--- src/rtl/wb_pkg.sv ---
// Shared types and constants for the writeback scheduler and its arbiter.
package wb_pkg;

    localparam int REG_IDX_W = 5;
    localparam int WB_DATA_W = 32;

    localparam int WB_ALU = 0;
    localparam int WB_MEM = 1;

    typedef struct packed {
        logic                 valid;
        logic [REG_IDX_W-1:0] rd;
        logic [WB_DATA_W-1:0] data;
    } wb_req_t;

endpackage

--- src/rtl/writeback_scheduler_if.sv ---
// Decode-issue, writeback-request and register-file signals of the scheduler.
interface writeback_scheduler_if
    import wb_pkg::*;
#(
    parameter int XLEN        = 32,
    parameter int NREG        = 32,
    parameter int STALL_CNT_W = 16
);
    logic                          issue_valid;
    logic [REG_IDX_W-1:0]          issue_rs1;
    logic [REG_IDX_W-1:0]          issue_rs2;
    logic                          issue_use_rs1;
    logic                          issue_use_rs2;
    logic [REG_IDX_W-1:0]          issue_rd;
    logic                          issue_wr_rd;
    logic                          issue_ready;

    logic [1:0]                    wb_valid;
    logic [1:0][REG_IDX_W-1:0]     wb_rd;
    logic [1:0][XLEN-1:0]          wb_data;
    logic [1:0]                    wb_ready;

    logic                          rf_we;
    logic [REG_IDX_W-1:0]          rf_waddr;
    logic [XLEN-1:0]               rf_wdata;
    logic [NREG-1:0]               busy;
    logic [STALL_CNT_W-1:0]        stall_cnt;
    logic                          err;

    modport master (
        output issue_valid, issue_rs1, issue_rs2, issue_use_rs1, issue_use_rs2,
               issue_rd, issue_wr_rd, wb_valid, wb_rd, wb_data,
        input  issue_ready, wb_ready, rf_we, rf_waddr, rf_wdata, busy,
               stall_cnt, err
    );

    modport slave (
        input  issue_valid, issue_rs1, issue_rs2, issue_use_rs1, issue_use_rs2,
               issue_rd, issue_wr_rd, wb_valid, wb_rd, wb_data,
        output issue_ready, wb_ready, rf_we, rf_waddr, rf_wdata, busy,
               stall_cnt, err
    );

endinterface

--- src/rtl/rr_arbiter2.sv ---
// Two-way round-robin arbiter: one-hot combinational grant, pointer flips only
// on a contended grant so a lone requester never disturbs the fairness order.
module rr_arbiter2 (
    input  logic       clk,
    input  logic       rst,
    input  logic [1:0] req,
    output logic [1:0] grant
);

    logic rr_ptr_reg;

    always_comb begin
        grant = 2'b00;
        if (!rst) begin
            if (req == 2'b11) begin
                grant = rr_ptr_reg ? 2'b10 : 2'b01;
            end else begin
                grant = req;
            end
        end
    end

    always_ff @(posedge clk) begin
        if (rst) begin
            rr_ptr_reg <= 1'b0;
        end else if (req == 2'b11) begin
            rr_ptr_reg <= ~rr_ptr_reg;
        end
    end

endmodule

--- src/rtl/writeback_scheduler.sv ---
// Owns the register-file write port: busy scoreboard with RAW/WAW issue stall,
// round-robin writeback arbitration and registered write-port outputs.
module writeback_scheduler
    import wb_pkg::*;
#(
    parameter int XLEN        = 32,
    parameter int NREG        = 32,
    parameter int STALL_CNT_W = 16
) (
    input  logic                  i_clk,
    input  logic                  i_rst,
    writeback_scheduler_if.slave  bus
);

    localparam logic [STALL_CNT_W-1:0] STALL_ONE = 1;

    logic [NREG-1:0]        busy_reg;
    logic [NREG-1:0]        busy_next;
    logic                   rf_we_reg;
    logic [REG_IDX_W-1:0]   rf_waddr_reg;
    logic [XLEN-1:0]        rf_wdata_reg;
    logic [STALL_CNT_W-1:0] stall_reg;
    logic                   err_reg;

    logic                   raw;
    logic                   waw;
    logic                   issue_ready;
    logic                   issue_fire;
    logic [1:0]             grant;
    logic                   grant_any;
    wb_req_t                req [2];
    wb_req_t                granted;

    for (genvar gi = 0; gi < 2; gi++) begin : g_req
        assign req[gi].valid = bus.wb_valid[gi];
        assign req[gi].rd    = bus.wb_rd[gi];
        assign req[gi].data  = bus.wb_data[gi];
    end

    assign raw = (bus.issue_use_rs1 && busy_reg[bus.issue_rs1]) ||
                 (bus.issue_use_rs2 && busy_reg[bus.issue_rs2]);
    assign waw = bus.issue_wr_rd && busy_reg[bus.issue_rd];

    assign issue_ready = !i_rst && !raw && !waw;
    assign issue_fire  = bus.issue_valid && issue_ready && bus.issue_wr_rd &&
                         (bus.issue_rd != '0);

    rr_arbiter2 u_arb (
        .clk   (i_clk),
        .rst   (i_rst),
        .req   (bus.wb_valid),
        .grant (grant)
    );

    assign grant_any = |grant;
    assign granted   = grant[WB_MEM] ? req[WB_MEM] : req[WB_ALU];

    // A set and a clear of the same index cannot coincide (WAW holds the
    // issue), but if it ever did the set is applied last and wins.
    always_comb begin
        busy_next = busy_reg;
        if (rf_we_reg) begin
            busy_next[rf_waddr_reg] = 1'b0;
        end
        if (issue_fire) begin
            busy_next[bus.issue_rd] = 1'b1;
        end
        busy_next[0] = 1'b0;
    end

    always_ff @(posedge i_clk) begin
        if (i_rst) begin
            busy_reg     <= '0;
            rf_we_reg    <= 1'b0;
            rf_waddr_reg <= '0;
            rf_wdata_reg <= '0;
            stall_reg    <= '0;
            err_reg      <= 1'b0;
        end else begin
            busy_reg  <= busy_next;
            rf_we_reg <= grant_any && granted.valid && (granted.rd != '0);
            if (grant_any) begin
                rf_waddr_reg <= granted.rd;
                rf_wdata_reg <= granted.data[XLEN-1:0];
            end
            if (bus.issue_valid && !issue_ready && !(&stall_reg)) begin
                stall_reg <= stall_reg + STALL_ONE;
            end
            // The write that is retiring must have a matching in-flight owner.
            if (rf_we_reg && !busy_reg[rf_waddr_reg]) begin
                err_reg <= 1'b1;
            end
        end
    end

    assign bus.issue_ready = issue_ready;
    assign bus.wb_ready    = grant;
    assign bus.rf_we       = rf_we_reg;
    assign bus.rf_waddr    = rf_waddr_reg;
    assign bus.rf_wdata    = rf_wdata_reg;
    assign bus.busy        = busy_reg;
    assign bus.stall_cnt   = stall_reg;
    assign bus.err         = err_reg;

endmodule

--- src/flat_wrapper.sv ---
// flat-port wrapper written by rule: the top's interface ports become plain ports
module writeback_scheduler_flat import wb_pkg::*;
#(
    parameter int XLEN        = 32,
    parameter int NREG        = 32,
    parameter int STALL_CNT_W = 16
)
  (i_clk, i_rst, bus_issue_valid, bus_issue_rs1, bus_issue_rs2, bus_issue_use_rs1, bus_issue_use_rs2, bus_issue_rd, bus_issue_wr_rd, bus_wb_valid, bus_wb_rd, bus_wb_data, bus_issue_ready, bus_wb_ready, bus_rf_we, bus_rf_waddr, bus_rf_wdata, bus_busy, bus_stall_cnt, bus_err);
  writeback_scheduler_if #(.XLEN(XLEN), .NREG(NREG), .STALL_CNT_W(STALL_CNT_W)) bus_i ();
  input  logic i_clk;
  input  logic i_rst;
  input wire logic [$bits(bus_i.issue_valid)-1:0] bus_issue_valid;
  input wire logic [$bits(bus_i.issue_rs1)-1:0] bus_issue_rs1;
  input wire logic [$bits(bus_i.issue_rs2)-1:0] bus_issue_rs2;
  input wire logic [$bits(bus_i.issue_use_rs1)-1:0] bus_issue_use_rs1;
  input wire logic [$bits(bus_i.issue_use_rs2)-1:0] bus_issue_use_rs2;
  input wire logic [$bits(bus_i.issue_rd)-1:0] bus_issue_rd;
  input wire logic [$bits(bus_i.issue_wr_rd)-1:0] bus_issue_wr_rd;
  input wire logic [$bits(bus_i.wb_valid)-1:0] bus_wb_valid;
  input wire logic [$bits(bus_i.wb_rd)-1:0] bus_wb_rd;
  input wire logic [$bits(bus_i.wb_data)-1:0] bus_wb_data;
  output wire logic [$bits(bus_i.issue_ready)-1:0] bus_issue_ready;
  output wire logic [$bits(bus_i.wb_ready)-1:0] bus_wb_ready;
  output wire logic [$bits(bus_i.rf_we)-1:0] bus_rf_we;
  output wire logic [$bits(bus_i.rf_waddr)-1:0] bus_rf_waddr;
  output wire logic [$bits(bus_i.rf_wdata)-1:0] bus_rf_wdata;
  output wire logic [$bits(bus_i.busy)-1:0] bus_busy;
  output wire logic [$bits(bus_i.stall_cnt)-1:0] bus_stall_cnt;
  output wire logic [$bits(bus_i.err)-1:0] bus_err;
  assign bus_i.issue_valid = bus_issue_valid;
  assign bus_i.issue_rs1 = bus_issue_rs1;
  assign bus_i.issue_rs2 = bus_issue_rs2;
  assign bus_i.issue_use_rs1 = bus_issue_use_rs1;
  assign bus_i.issue_use_rs2 = bus_issue_use_rs2;
  assign bus_i.issue_rd = bus_issue_rd;
  assign bus_i.issue_wr_rd = bus_issue_wr_rd;
  assign bus_i.wb_valid = bus_wb_valid;
  assign bus_i.wb_rd = bus_wb_rd;
  assign bus_i.wb_data = bus_wb_data;
  assign bus_issue_ready = bus_i.issue_ready;
  assign bus_wb_ready = bus_i.wb_ready;
  assign bus_rf_we = bus_i.rf_we;
  assign bus_rf_waddr = bus_i.rf_waddr;
  assign bus_rf_wdata = bus_i.rf_wdata;
  assign bus_busy = bus_i.busy;
  assign bus_stall_cnt = bus_i.stall_cnt;
  assign bus_err = bus_i.err;
  writeback_scheduler #(.XLEN(XLEN), .NREG(NREG), .STALL_CNT_W(STALL_CNT_W)) u_core (.i_clk(i_clk), .i_rst(i_rst), .bus(bus_i));
endmodule
--- config.mk ---
export PLATFORM = sky130hd
export DESIGN_NAME = writeback_scheduler_flat
export DESIGN_NICKNAME = d
export VERILOG_FILES = /design/src/rtl/wb_pkg.sv /design/src/rtl/writeback_scheduler_if.sv /design/src/rtl/rr_arbiter2.sv /design/src/rtl/writeback_scheduler.sv /design/src/flat_wrapper.sv
export SDC_FILE = /design/constraint.sdc
export NUM_CORES = 1
export LEC_CHECK = 0
export ABC_AREA = 1
export CORE_AREA = 2 2 113 115
export CTS_BUF_LIST = sky130_fd_sc_hd__clkbuf_8
export DETAILED_ROUTE_END_ITERATION = 7
export DIE_AREA = 0 0 115 117
export MAX_ROUTING_LAYER = met4
export PLACE_DENSITY = 0.76
export SETUP_SLACK_MARGIN = 0.15
export SLEW_MARGIN = 20
export SYNTH_ARGS = -nofsm -noshare
export SYNTH_HDL_FRONTEND = slang
export SYNTH_SLANG_ARGS = --single-unit
--- constraint.sdc ---
create_clock -name i_clk -period 3.9 [get_ports i_clk]
set_input_delay 1.17 -clock i_clk [delete_from_list [all_inputs] [get_ports i_clk]]
set_output_delay 1.17 -clock i_clk [all_outputs]
set_load 0.05 [all_outputs]
==> run_results.csv <==
group,metric,value,unit
status,status,"completed",
sta,whs,465.8,ps
clocking,clock_latency,370,ps
sta,min_period,3692,ps
die,fp.dieH,117,um
sta,fmax,0.2708,GHz
global_route,grt_max_degree,73,
die,core_area,12310,sq um
clocking,htreeDepth,3,
global_route,gr-usage-all-layers,30.19,%
sta,slew_headroom,49.46,%
clocking,cts.path.max_buffers,2,
final_layout,fin_nets,1158,
logic_synthesis,synth_cells,868,
final_layout,drive_gt1_share,9.671,%
die,initial_core_util,43.58,%
critical_path,critPathMaxFanout,5,
final_layout,nFillCells,1157,
power,power_leakage,0.003085,uW
die,rows,41,
final_layout,finalInstanceArea,7914,sq um
critical_path,cpMostUsedCell,"nand2_1",
die,die-area,13460,sq um
flow_run,maxCapViolCount,0,
placement,port_buffers,185,
placement,place_hpwl,13.83,mm
sta,min_period_over_period,94.68,%
clocking,cts_root_buf,"clkbuf_8",
drt,wire_per_inst,16.18,um
critical_path,critPathCaptureType,"output pin",
sta,clock_skew,10.02,ps
global_route,grt_pass1_vias,6199,
min_path,worstHoldStart,"u_core.bus.rf_wdata[17]",
drt,drt_iter0_drc,729,
sta,setup_viol,0,
drt,drt_wl_total,19.67,mm
drt,ant_nets,0,
logic_synthesis,ys.flop_type,"dfxtp_1",
sta,tns,0,ps
die,io_pins,187,
power,powerDensity,291.3,nW/um^2
critical_path,worstPathArrival,2520,ps
critical_path,crit_chain,"buf_8 -> clkbuf_16 -> nand2_1 -> nand2_1 -> nand2_1 -> nand2_1 -> nand2_1 -> nand2_1 -> nor2_1 -> nand2_1 -> a21oi_2 -> nand3_4 -> clkinvlp_4 -> buf_8",
logic_synthesis,synthArstFlopShare,0,%
drt,drcViolationCount,0,
critical_path,critPathSlowestCell,"a21oi_2",
sta,rsz0062_at_grt,"false",
logic_synthesis,synth_edf_count,0,
logic_synthesis,syn_area_per_cell,6.181,sq um
global_route,grt_pass1_wl,31.11,mm
clocking,clock_sinks,87,
logic_synthesis,ys_seq_area_share,32.46,%
sta,drv_slew,0,
global_route,antenna_found_initial,1,
clocking,numCtsBuffers,9,
logic_synthesis,yosysWarnings,0,
drt,num_vias,6741,
placement,placed_cell_area,7491,sq um
final_layout,largest_reg_flops,32,
die,dieWidth,115,um
final_layout,final_common_cell,"nand2_1",
critical_path,cp-startpoint,"bus_issue_rd[0]",
critical_path,slowest_delay,180,ps
final_layout,layout_common_cells,"249 x nand2_1, 170 x clkdlybuf4s50_1, 87 x dfxtp_1",
critical_path,crit_type,"in -> out",
clocking,clk_pin_slew_worst_paths,90,ps
logic_synthesis,synthesis.nets,966,
sta,timing.final.hold_violations,0,
drt,dr.pass1.iters,7,
logic_synthesis,ys_types,33,
placement,gp_congestion,0.9761,
global_route,grt-ovfl-total,0,
min_path,hold_path.class,"reg -> reg",
logic_synthesis,ys_seq_elements,87,
sta,tightestPinTransition,758.1,ps
logic_synthesis,synth_area,5365,sq um
power,ir_drop,0.1940,mV
drt,vias_per_cell,5.544,
critical_path,r2r-start,"u_core.bus.stall_cnt[0]",
critical_path,cp_data_required_time,2730,ps
critical_path,worstSetupStartpointType,"input port",
clocking,cts_tree,"yes",
final_layout,syn_to_final_growth,47.50,%
what timing repair did:
item                                    4_1_cts  5_1_grt
endpoints found under the setup margin        1        1
resized for setup                            41       29
hold buffers                                  0        0
pin swaps                                     6       11
setup buffers                                 2        0
gates cloned                                  3        2
power by group:
part	total, uW	switching [uW]	internal (uW)
clock network	731	334	397
registers	952	28.4	924
logic	622	380	242
routing by layer:
layer  global-route usage [%]  share of wire [%]  up-vias
li1                         -                  -     3272
met4                    14.54                5.0        0
met5                        -                  0        -
met3                    7.158                9.1       73
met2                    46.98                 45      321
met1                    37.01                 41     3075
cell type report:
class | instances | area (sq um) | area share [%]
multi-input combinational | 665 | 3237 | 40.90
clock inverter | 5 | 80.08 | 1.012
clock buffer | 11 | 151.4 | 1.913
inverter | 70 | 270.3 | 3.415
timing repair buffer | 226 | 2236 | 28.25
antenna | 1 | 2.502 | 0.03162
tap | 150 | 187.7 | 2.372
sequential | 87 | 1742 | 22.01
timing repair inverter | 1 | 7.507 | 0.09486
path summary, 6_finish.rpt:
path,endpoint,slack [ps],depth (start not counted)
max,bus_issue_ready,210,14
min,u_core.bus.rf_wdata[17],470,2
max reg2reg,u_core.bus.stall_cnt[13],1720,11
min reg2reg,u_core.bus.rf_wdata[17],470,2
cell usage after synthesis, types with 6 or more instances:
cell / instances / area (sq um)
nand2_1: 252 / 945.9
dfxtp_1: 87 / 1742
nor2_1: 79 / 296.5
a21oi_1: 75 / 375.4
nand3_1: 73 / 365.4
o21ai_0: 71 / 355.3
inv_1: 67 / 251.5
nand4_1: 34 / 212.7
clkbuf_1: 22 / 82.58
nor3_1: 19 / 95.09
a31oi_1: 15 / 93.84
buf_2: 12 / 60.06
a22oi_1: 8 / 60.06
xor2_1: 8 / 70.07
buf_1: 6 / 22.52
xnor2_1: 6 / 52.55
stage by stage:
step / instances / util (%) / power [uW] / setup WS [ps]
6_report: 1216 / 64.28 / 2306 / 207.6
5_1_grt: 1216 / 64.28 / 2401 / 143.9
4_1_cts: 1213 / 63.75 / 2308 / 155.7
3_5_place_dp: 1192 / 60.84 / 1569 / -204.4
3_3_place_gp: 1192 / 60.84 / 1568 / -191.0
2_1_floorplan: 868 / - / 1311 / 159.7
worst max-delay path, delay by kind of cell:
kind / cells / cell delay, ps
compound gates: 1 / 180
buf+inv: 4 / 490
simple gates: 9 / 680
cells by family (layout without fill, tap and decap cells):
family / Yosys count / after routing / share of synthesized area [%]
xor+xnor: 14 / 14 / 2.285
compound gates: 179 / 179 / 18.05
other cells: 1 / 2 / 0.06990
simple gates: 465 / 465 / 37.01
buf+inv: 116 / 313 / 8.955
fa+ha+maj: 1 / 1 / 0.2332
flops: 87 / 87 / 32.46
mux: 5 / 5 / 0.9329
Note: power is estimated with default switching activity, not from simulation.
